--- src/rtl/pc_gen.sv ---
// Program-counter generator for the instruction-fetch stage.
// Drives pc/ce toward imem with a ce/ack handshake. Redirects that arrive
// while a fetch is outstanding are buffered until that fetch is acked.
// Ports:
//   clk, rst           clock, synchronous active-high reset
//   stall[STALL_W]     pipeline stall vector, bit 0 holds the PC
//   flush, flush_pc    exception/eret redirect
//   branch_flag/target taken branch from decode
//   ack                imem accepted the fetch at pc this cycle
//   pc, ce             fetch address and fetch request valid
//   kill               acked fetch is wrong-path (combinational)
//   align_err          misaligned target loaded (PC_ALIGN_CHECK_EN only)
// Optional feature macro: PC_ALIGN_CHECK_EN. When it is undefined,
// loaded targets have their low bits forced to zero instead.
module pc_gen #(
    parameter int          ADDR_W     = 32,
    parameter logic [31:0] RESET_VEC  = 32'h0000_0000,
    parameter int          INST_BYTES = 4,
    parameter int          STALL_W    = 6
) (
    input  logic              clk,
    input  logic              rst,
    input  logic [STALL_W-1:0] stall,
    input  logic              flush,
    input  logic [ADDR_W-1:0] flush_pc,
    input  logic              branch_flag,
    input  logic [ADDR_W-1:0] branch_target,
    input  logic              ack,
`ifdef PC_ALIGN_CHECK_EN
    output logic              align_err,
`endif
    output logic [ADDR_W-1:0] pc,
    output logic              ce,
    output logic              kill
);

    typedef enum logic {S_RST, S_RUN} state_t;

    localparam logic [ADDR_W-1:0] LOW_BITS = ADDR_W'(INST_BYTES - 1);
    localparam logic [ADDR_W-1:0] RST_PC   = ADDR_W'(RESET_VEC);
    localparam logic [ADDR_W-1:0] STEP     = ADDR_W'(INST_BYTES);

    state_t            state_q, state_n;
    logic [ADDR_W-1:0] pc_q, pc_n;
    logic              ce_q, ce_n;
    logic [ADDR_W-1:0] pend_pc_q, pend_pc_n;
    logic              pend_valid_q, pend_valid_n;
    logic              pend_flush_q, pend_flush_n;
    logic              ld;
    logic [ADDR_W-1:0] ld_addr;
    logic              outstanding, accept;
    logic              unused_stall;

`ifdef PC_ALIGN_CHECK_EN
    logic aerr_q, aerr_n;
    assign align_err = aerr_q;
`else
    logic aerr_q;
    assign aerr_q = 1'b0;
`endif

    function automatic logic [ADDR_W-1:0] tgt(input logic [ADDR_W-1:0] a);
`ifdef PC_ALIGN_CHECK_EN
        return a;
`else
        return a & ~LOW_BITS;
`endif
    endfunction

    // Only stall[0] matters to the PC; the rest belongs to later stages.
    assign unused_stall = ^stall;

    assign pc          = pc_q;
    assign ce          = ce_q & ~aerr_q;
    assign outstanding = ce & ~ack;
    assign accept      = ce & ack;
    // Branches never kill: the in-flight fetch is the delay slot.
    assign kill = accept & (flush | (pend_valid_q & pend_flush_q));

    always_comb begin
        state_n      = state_q;
        pc_n         = pc_q;
        ce_n         = ce_q;
        pend_pc_n    = pend_pc_q;
        pend_valid_n = pend_valid_q;
        pend_flush_n = pend_flush_q;
        ld           = 1'b0;
        ld_addr      = pc_q;
`ifdef PC_ALIGN_CHECK_EN
        aerr_n       = aerr_q;
`endif
        unique case (state_q)
            S_RST: begin
                state_n = S_RUN;
                ce_n    = 1'b1;
            end
            S_RUN: begin
                if (aerr_q) begin
                    // Fetch halted; only a flush restarts it.
                    if (flush) begin
                        ld           = 1'b1;
                        ld_addr      = flush_pc;
                        pend_valid_n = 1'b0;
                        pend_flush_n = 1'b0;
                    end
                end else if (outstanding) begin
                    if (flush) begin
                        pend_pc_n    = flush_pc;
                        pend_valid_n = 1'b1;
                        pend_flush_n = 1'b1;
                    end else if (branch_flag && !stall[0] &&
                                 !(pend_valid_q && pend_flush_q)) begin
                        pend_pc_n    = branch_target;
                        pend_valid_n = 1'b1;
                    end
                end else if (accept) begin
                    if (flush) begin
                        ld           = 1'b1;
                        ld_addr      = flush_pc;
                        pend_valid_n = 1'b0;
                        pend_flush_n = 1'b0;
                    end else if (pend_valid_q) begin
                        ld           = 1'b1;
                        ld_addr      = pend_pc_q;
                        pend_valid_n = 1'b0;
                        pend_flush_n = 1'b0;
                    end else if (stall[0]) begin
                        pc_n = pc_q;
                    end else if (branch_flag) begin
                        ld      = 1'b1;
                        ld_addr = branch_target;
                    end else begin
                        pc_n = pc_q + STEP;
                    end
                end
            end
            default: state_n = S_RST;
        endcase
        if (ld) begin
            pc_n = tgt(ld_addr);
`ifdef PC_ALIGN_CHECK_EN
            aerr_n = |(ld_addr & LOW_BITS);
`endif
        end
    end

    always_ff @(posedge clk) begin
        if (rst) begin
            state_q      <= S_RST;
            pc_q         <= RST_PC;
            ce_q         <= 1'b0;
            pend_pc_q    <= '0;
            pend_valid_q <= 1'b0;
            pend_flush_q <= 1'b0;
`ifdef PC_ALIGN_CHECK_EN
            aerr_q       <= 1'b0;
`endif
        end else begin
            state_q      <= state_n;
            pc_q         <= pc_n;
            ce_q         <= ce_n;
            pend_pc_q    <= pend_pc_n;
            pend_valid_q <= pend_valid_n;
            pend_flush_q <= pend_flush_n;
`ifdef PC_ALIGN_CHECK_EN
            aerr_q       <= aerr_n;
`endif
        end
    end

endmodule

--- config.mk ---
export PLATFORM = sky130hd
export DESIGN_NAME = pc_gen
export DESIGN_NICKNAME = d
export VERILOG_FILES = /design/src/rtl/pc_gen.sv
export SDC_FILE = /design/constraint.sdc
export NUM_CORES = 1
export LEC_CHECK = 0
export BUFFER_PORTS_ARGS = -buffer_cell sky130_fd_sc_hd__buf_2
export CORE_ASPECT_RATIO = 0.8
export CORE_MARGIN = 4
export CORE_UTILIZATION = 46
export DETAILED_ROUTE_END_ITERATION = 7
export PLACE_DENSITY = 0.84
export SKIP_LAST_GASP = 1
export SLEW_MARGIN = 40
export SYNTH_ARGS = -nofsm -noshare
export SYNTH_HDL_FRONTEND = slang
export SYNTH_SLANG_ARGS = --single-unit
--- constraint.sdc ---
create_clock -name clk -period 2 [get_ports clk]
set_input_delay 0.2 -clock clk [delete_from_list [all_inputs] [get_ports clk]]
set_output_delay 0.2 -clock clk [all_outputs]
set_load 0.01 [all_outputs]
==> results, run 1 <==
- The flow ran to the end, and the final reports show no timing, DRC or antenna violations.
- The worst setup path is launched from a flop.
- The most repeated cell in the gate-level netlist after synthesis is sky130_fd_sc_hd__dfxtp_1.
- The net count of the finished layout is about 700.
- The effective utilization at floorplan is 47.0%.
- The first TritonRoute pass finished after 5 iterations.
- The post-cts hold buffer count is 0.
- After floorplanning, the core was sized to cover 8450 µm².
- Counting flops and latches in the post-synthesis netlist gives 64.
- The remaining routing DRC violations is 0.
- Across all register-to-register paths, the minimum setup slack is 0.14 ns.
- The first global-routing pass estimated 21000 µm of wire.
- Among the stages of the critical path, the cell type that occurs most often is sky130_fd_sc_hd__and3_1.
- By area the synthesized netlist is led by sky130_fd_sc_hd__dfxtp_1 32%, sky130_fd_sc_hd__mux2i_1 6.3%, sky130_fd_sc_hd__nor2_1 5.1%.
- The critical-path maximum fanout is 8.
- The worst register-to-register path ends at pc[31]$_SDFFE_PP0P_.
- The total vias in the final route is 4562.
- The fraction of the yosys area taken by sequential cells is between 30% and 40%.
- The final critical-path required period is 1.86 ns.
- The average cell area after synthesis is around 7.7 µm².
- In the finished design, the share of the clock period the worst path needs comes to 92.9%.
- The critical path is of the reg -> reg type.
- The slowest stage of the critical path belongs to the cell sky130_fd_sc_hd__or4_1.
- Setup violations remaining at the end of the flow were counted as 0.
- Once routing completed, OpenROAD measured the worst setup slack at 0.143 ns.
- The synthesized netlist occupies a cell area of 3970 µm².
- The number of antenna repair diodes is 0.
- The number of antenna violations at the first check in global routing is 0.
- The terminating pin of the worst hold path is pend_pc_q[5]$_SDFFE_PP0P_.
- The endpoint required time on the critical path is around 2.3 ns.
- The setup skew after layout is 0.0102 ns.
- Setup repair after global routing could not meet its margin everywhere.
- The number of H-tree branching levels is 3.
- The longest clock path from root to sink contains 2 buffers.
- After synthesis, the share of flip-flops with an asynchronous set or reset is 0%.
- The count of final max-slew check failures was 0.
- The worst hold path begins at branch_target[5].
- The clock reaches the later pin of the worst-skew pair after 0.35 ns.
- The cell area power density is roughly 660 nW/µm².
- The library cell occupying the most area in the post-synthesis netlist is sky130_fd_sc_hd__dfxtp_1.
- The root buffer cell is sky130_fd_sc_hd__clkbuf_8.
- The gate count after technology mapping is a little over 500.
- The pin count of the biggest net entering global routing is between 40 and 50.
- For this design the static power due to leakage is a little under 0.002 µW.
- The count of buffers added on input and output ports is 97.
- The via count of the first global-routing pass came to 4443.
- The final hold violation count was 0.
- For this run, the share of the core covered by cells in the final layout is 59.4%.
- The total number of yosys warnings is 0.
- After global routing the overflow that remains totals 0.
- The floorplan die height is around 90 µm.
- TritonCTS created 9 clock buffers.
- The TritonCTS sink count is 64.
- roughly 110 I/O pins were placed.
- TritonCTS built the clock tree.
- Relative to the synthesized area, the layout overhead comes to 26.3%.
- Summed over all layers, the routed wires come to approximately 13000 µm.
- Across the VDD grid, the largest voltage drop is 0.349 mV.
- The area of the die is 10200 µm².
- STA classifies the critical path endpoint as a flop.
- The standard-cell row count is 30.
- The signal on the critical path passes through and3_1, and3_1, nand3_2, or4_1, a31oi_1.
- The startpoint of the lowest-slack register-to-register path is pc[6]$_SDFFE_PP0P_.
- The post-place setup slack is -0.0147 ns.
- After clock tree synthesis, the clock-pin slew on the worst setup and hold paths is 0.08 ns.
- The width of the chip is approximately 110 µm.
- The via density per instance is between 6 and 7.
- The final weighted congestion of routability-driven global placement is 0.921.
- The cell depth of the worst hold path is 3.
- The critical path data arrival time is about 2.1 ns.
- Based on the critical path, the design can be clocked at up to between 0.5 and 0.6 GHz.
- The length in cells of the worst reg-to-reg path is 5.
- The number of synthesized flops with an enable pin is 0.
- The delay contributed by the slowest stage of the critical path is 0.51 ns.
- The flip-flop cell with the highest count after synthesis is sky130_fd_sc_hd__dfxtp_1.
- Yosys mapped the design onto 52 distinct sky130hd cell types.
- Ranked by instance count, the synthesized netlist is headed by 64 x sky130_fd_sc_hd__dfxtp_1, 54 x sky130_fd_sc_hd__nor2_1, 39 x sky130_fd_sc_hd__nand2_1.
- The global-route usage over all layers is 24.9%.
- The number of max-cap violations is 0.
- In this run the biggest area consumer among cell types represents about a third of the synthesized area.
- After detailed routing, the average wire length per cell comes to approximately 18 µm.
- The number of fill cells is 769.
- The violation count after the first detailed-route iteration is slightly below 400.
- The detail route stage leaves a number of antenna-violating nets equal to 0.
- The min-delay analysis places its worst path in the category in -> reg.
- Detailed placement ended at an HPWL of 9480 µm.
- In the final layout, the share of cells above drive strength 1 is 28.2%.
-- kinds of logic after synthesis --
kind of cell | after synthesis | share of synthesized area, %
adders and majority gates | 1 | 0.315
other | 1 | 0.0945
AOI/OAI and AO/OA | 176 | 29.6
DFF | 64 | 32.3
and+or+nand+nor | 193 | 25.3
muxes | 26 | 6.59
buffers and inverters | 55 | 5.80
-- cell usage in the layout (no fill, tap or decap), types with 12 or more instances in the layout --
master and instances:
sky130_fd_sc_hd__a21oi_1 36, sky130_fd_sc_hd__nor2_1 54, sky130_fd_sc_hd__nand2_1 39, sky130_fd_sc_hd__mux2i_1 25
sky130_fd_sc_hd__dfxtp_1 62, sky130_fd_sc_hd__a211oi_1 26, sky130_fd_sc_hd__buf_4 40, sky130_fd_sc_hd__o21ai_0 37
sky130_fd_sc_hd__buf_2 97, sky130_fd_sc_hd__nand2b_1 20, sky130_fd_sc_hd__a31oi_1 16, sky130_fd_sc_hd__nand3_1 12
sky130_fd_sc_hd__o211ai_1 12
-- report_power, final --
part	switching (µW)	internal, µW
clock	558	830
combinational	303	230
sequential	56.8	1330
-- stage by stage --
step	setup TNS [ns]	area (µm²)	hold slack (ns)	instances	total power, µW
floorplan	0	3970	0.342	517	1710
global placement	0	4740	0.481	720	1910
detailed placement	-0.0147	4740	0.489	720	1940
CTS	0	4990	0.125	737	3310
global route	-0.000487	5010	0.139	737	3430
finish	0	5010	0.131	737	3310
-- worst max path at each step --
stage / from / to / cells past startpoint
detailed placement: pc[7]$_SDFFE_PP0P_ / pc[28]$_SDFFE_PP0P_ / 5
global route: pc[10]$_SDFFE_PP0P_ / pc[17]$_SDFFE_PP0P_ / 5
CTS: pc[2]$_SDFFE_PP0P_ / pc[16]$_SDFFE_PP0P_ / 6
global placement: pc[7]$_SDFFE_PP0P_ / pc[30]$_SDFFE_PP0P_ / 5
floorplan: pc[2]$_SDFFE_PP0P_ / pc[16]$_SDFFE_PP0P_ / 7
finish: pc[6]$_SDFFE_PP0P_ / pc[31]$_SDFFE_PP0P_ / 5
-- cell type report --
cell class,instances,area (µm²),share of cell area [%]
multi-input combinational,398,2490,49.7
inverter,8,30.0,0.599
timing repair buffer,139,826,16.5
clock inverter,7,120,2.40
tap,112,140,2.80
clock buffer,9,124,2.47
sequential,64,1280,25.6
-- flip-flops by register name, indices dropped and copies added, names as in the netlist --
register	count
ce	1
pc	30
pend_flush_q	1
pend_pc_q	30
pend_valid_q	1
state_q	1
-- timing repair --
action,in CTS,in global routing
hold endpoints to repair,0,0
cloned,0,0
pin swaps,1,0
endpoints found under the setup margin,4,3
gates resized for setup,1,7
buffers inserted,1,0
-- worst max-delay path, delay by kind of cell (launching register included) --
kind	cells	cell delay (ns)
AOI/OAI and AO/OA	1	0.17
DFF	1	0.45
and+or+nand+nor	4	1.18
-- per-layer routing --
metal  share of wire (%)  GRT usage, %  wire length [µm]  vias up
met3                 7.2          5.73               933       39
li1                    -             -                 -     2151
met2                  48          42.1              6270      224
met5                   0             0                 0        -
met1                  41          29.9              5280     2148
met4                 3.8          11.2               498        0
(Power assumes the default switching activity.)
==> inputs of run 2 (changes only) <==
--- a/config.mk
+++ b/config.mk
@@ -7,10 +7,10 @@
 export LEC_CHECK = 0
 export BUFFER_PORTS_ARGS = -buffer_cell sky130_fd_sc_hd__buf_2
 export CORE_ASPECT_RATIO = 0.8
-export CORE_MARGIN = 4
+export CORE_MARGIN = 5
 export CORE_UTILIZATION = 46
 export DETAILED_ROUTE_END_ITERATION = 7
-export PLACE_DENSITY = 0.84
+export PLACE_DENSITY = 0.82
 export SKIP_LAST_GASP = 1
 export SLEW_MARGIN = 40
 export SYNTH_ARGS = -nofsm -noshare
==> results, run 2 (same netlist as run 1, synthesis figures left out) <==
- The final critical-path share of the clock period is 96.6%.
- The top cell types in the final layout, fill and taps aside, are 96 x sky130_fd_sc_hd__buf_2, 61 x sky130_fd_sc_hd__dfxtp_1, 53 x sky130_fd_sc_hd__nor2_1.
- The clock reaches the later pin of the worst-skew pair after between 0.3 and 0.4 ns.
- The final critical-path required period is approximately 1.9 ns.
- Buffers inserted to repair hold after CTS numbered 0.
- In the global route stage, met2 resource usage came out at 42.6%.
- The headroom to the max-slew limit is 59.4%.
- The H-tree generated during clock tree synthesis spans 3 levels.
- Between clock sinks in the finished design, the worst skew comes to 0.00764 ns.
- The worst IR drop on VDD is 0.277 mV.
- The number of buffer cells added on primary ports is 97.
- The worst setup path is of the reg -> reg kind.
- The kind of capture point of the worst setup path is a flop.
- The layout overhead on the synthesized area is 25.2%.
- The global-route met3 utilization is under 10%.
- The number of nets in the finished design is 696.
- Cells fill 58.8% of the core in the end.
- The endpoint required time on the critical path is 2.28 ns.
- The leakage power summed over all cells is 0.00195 µW.
- In this design, the stage delay of the slowest critical-path cell is 0.51 ns.
- The routed layout has between 4k and 5k vias.
- The run finished with clean final reports.
- The pin count of the biggest net entering global routing is 43.
- The global routing usage on met1 is 30.0%.
- In this run the clock root is driven by a sky130_fd_sc_hd__clkbuf_8.
- Across all register-to-register paths, the minimum setup slack is about 0.069 ns.
- The worst hold path terminates at pend_pc_q[7]$_SDFFE_PP0P_.
- The final hold violation count is 0.
- The remaining routing DRC violations is 0.
- The via density per instance is between 6 and 7.
- Setup slack on the critical path of the routed design comes to 0.0690 ns.
- The number of non-filler instances in the completed layout is 737.
- The clock-pin slew on the worst setup and hold paths is 0.07 ns.
- Setup total negative slack on the finished layout was measured at 0 ns.
- The residual overflow from global routing is 0.
- The cell area power density is 621 nW/µm².
- The standard-cell row count is 30.
- Along the worst path, the maximum fanout reaches 8.
- The cell depth of the worst hold path is 3.
- The maximum clock frequency is slightly above 0.5 GHz.
- The area of the core region is 8450 µm².
- At the pin with the least slew margin, the transition time is 0.608 ns.
- Including well taps, the total number of placed cells is 720.
- The effective utilization at floorplan is 47.0%.
- In this design, the largest share of critical-path delay is due to simple AND/OR/NAND/NOR gates.
- The first global-routing pass estimated 21400 µm of wire.
- The area of the die is between 10000 and 15000 µm².
- The signal on the critical path passes through nand4_1, nor4_4, buf_4, nand3_2, or4_1, a31oi_1.
- The post-place setup slack is -0.0219 ns.
- Setup violations remaining at the end of the flow were counted as 0.
- The pre-antenna-repair detailed-routing pass consisted of 5 iterations.
- Counting cells, the worst reg-to-reg path comes to 6.
- The count of final max-slew check failures is 0.
- In this run the critical register-to-register path is captured at pc[28]$_SDFFE_PP0P_.
- Summing internal, switching and leakage power gives 3090 µW.
- The type of origin of the critical path is a flop.
- The width of the chip is 114 µm.
- The placed wire-length estimate after detailed placement is 9630 µm.
- The number of antenna violations at the first check in global routing is 0.
- The routed length per placed instance is around 18 µm.
- Counting the buffers created by CTS gives 9.
- The largest individual stage delay along the critical path comes from the cell sky130_fd_sc_hd__or4_1.
- The worst hold-check path type is in -> reg.
- At the end of routability-driven placement, the weighted congestion stood at between 0.9 and 1.
- The first routing iteration left 535 violations.
- The detailed-route wire length is 13200 µm.
- Setup repair after global routing could not meet its margin everywhere.
- The via count of the first global-routing pass is 4406.
- The global routing stage identified its most utilized layer as met2.
- Leaving out fill and tap cells, the most frequent cell in the layout is sky130_fd_sc_hd__buf_2.
- The startpoint identified for the worst register-to-register timing path is pc[18]$_SDFFE_PP0P_.
- The repair_antennas step left the layout with diodes totalling 0.
- CTS saw 64 sinks.
- The number of top-level design ports is 109.
- Data on the critical path arrives at its endpoint at between 2 and 2.5 ns.
- The post-route netlist has 28.0% of its cells at a drive strength greater than 1.
- Counting both buffers and inverters, the worst setup path holds a total of 1.
- The hold path startpoint is branch_target[7].
- The floorplan die height is 93.1 µm.
- The clock passes through at most 2 buffers.
- The post-route antenna net violation count is 0.
- The number of max-cap violations is 0.
- The clock tree from TritonCTS is yes.
- Across every metal layer, demand over resource in global routing totals 24.9%.
[run 2: area by class of cell]
cell class | count | area, µm²
Tap cell | 112 | 140
Timing Repair Buffer | 139 | 828
Inverter | 8 | 30.0
Sequential cell | 64 | 1280
Fill cell | 779 | 3480
Clock inverter | 3 | 40.0
Clock buffer | 13 | 159
Multi-Input combinational cell | 398 | 2490
[run 2: worst register-to-register path, delay by kind of cell, from the launching register on]
family | cells | cell delay, ns
compound gates | 1 | 0.16
buf+inv | 1 | 0.19
flops | 1 | 0.41
simple gates | 4 | 1.12
[run 2: worst max-delay path by stage]
stage          depth (start not counted)  slack, ns                start             endpoint
2_1_floorplan                          7       0.05   pc[2]$_SDFFE_PP0P_  pc[16]$_SDFFE_PP0P_
3_3_place_gp                           5       0.10   pc[9]$_SDFFE_PP0P_  pc[28]$_SDFFE_PP0P_
3_5_place_dp                           6      -0.02   pc[3]$_SDFFE_PP0P_  pc[16]$_SDFFE_PP0P_
4_1_cts                                5       0.03   pc[9]$_SDFFE_PP0P_  pc[31]$_SDFFE_PP0P_
5_1_grt                                6      -0.02  pc[18]$_SDFFE_PP0P_  pc[31]$_SDFFE_PP0P_
6_report                               6       0.07  pc[18]$_SDFFE_PP0P_  pc[28]$_SDFFE_PP0P_
[run 2: power breakdown]
part / switching [µW] / leakage [µW] / internal (µW)
Combinational: 308 / 0.00132 / 229
Sequential: 56.2 / 0.000522 / 1330
Clock: 520 / 0.000103 / 641
[run 2: per-stage QoR]
step,hold slack (ns),cell area [µm²]
3_5_place_dp,0.491,4740
4_1_cts,0.133,4940
2_1_floorplan,0.342,3970
5_1_grt,0.139,4970
6_report,0.141,4970
3_3_place_gp,0.486,4740
[run 2: metal layers]
| metal | wire length [µm] | vias up |
|---|---|---|
| met1 | 5230 | 2178 |
| met5 | 0 | - |
| met4 | 502 | 0 |
| met3 | 1070 | 48 |
| met2 | 6420 | 227 |
| li1 | - | 2146 |
[run 2: what timing repair did]
action,4_1_cts,5_1_grt
setup buffers,0,1
setup endpoints to repair,2,12
pin swaps,0,2
gates resized for setup,2,7
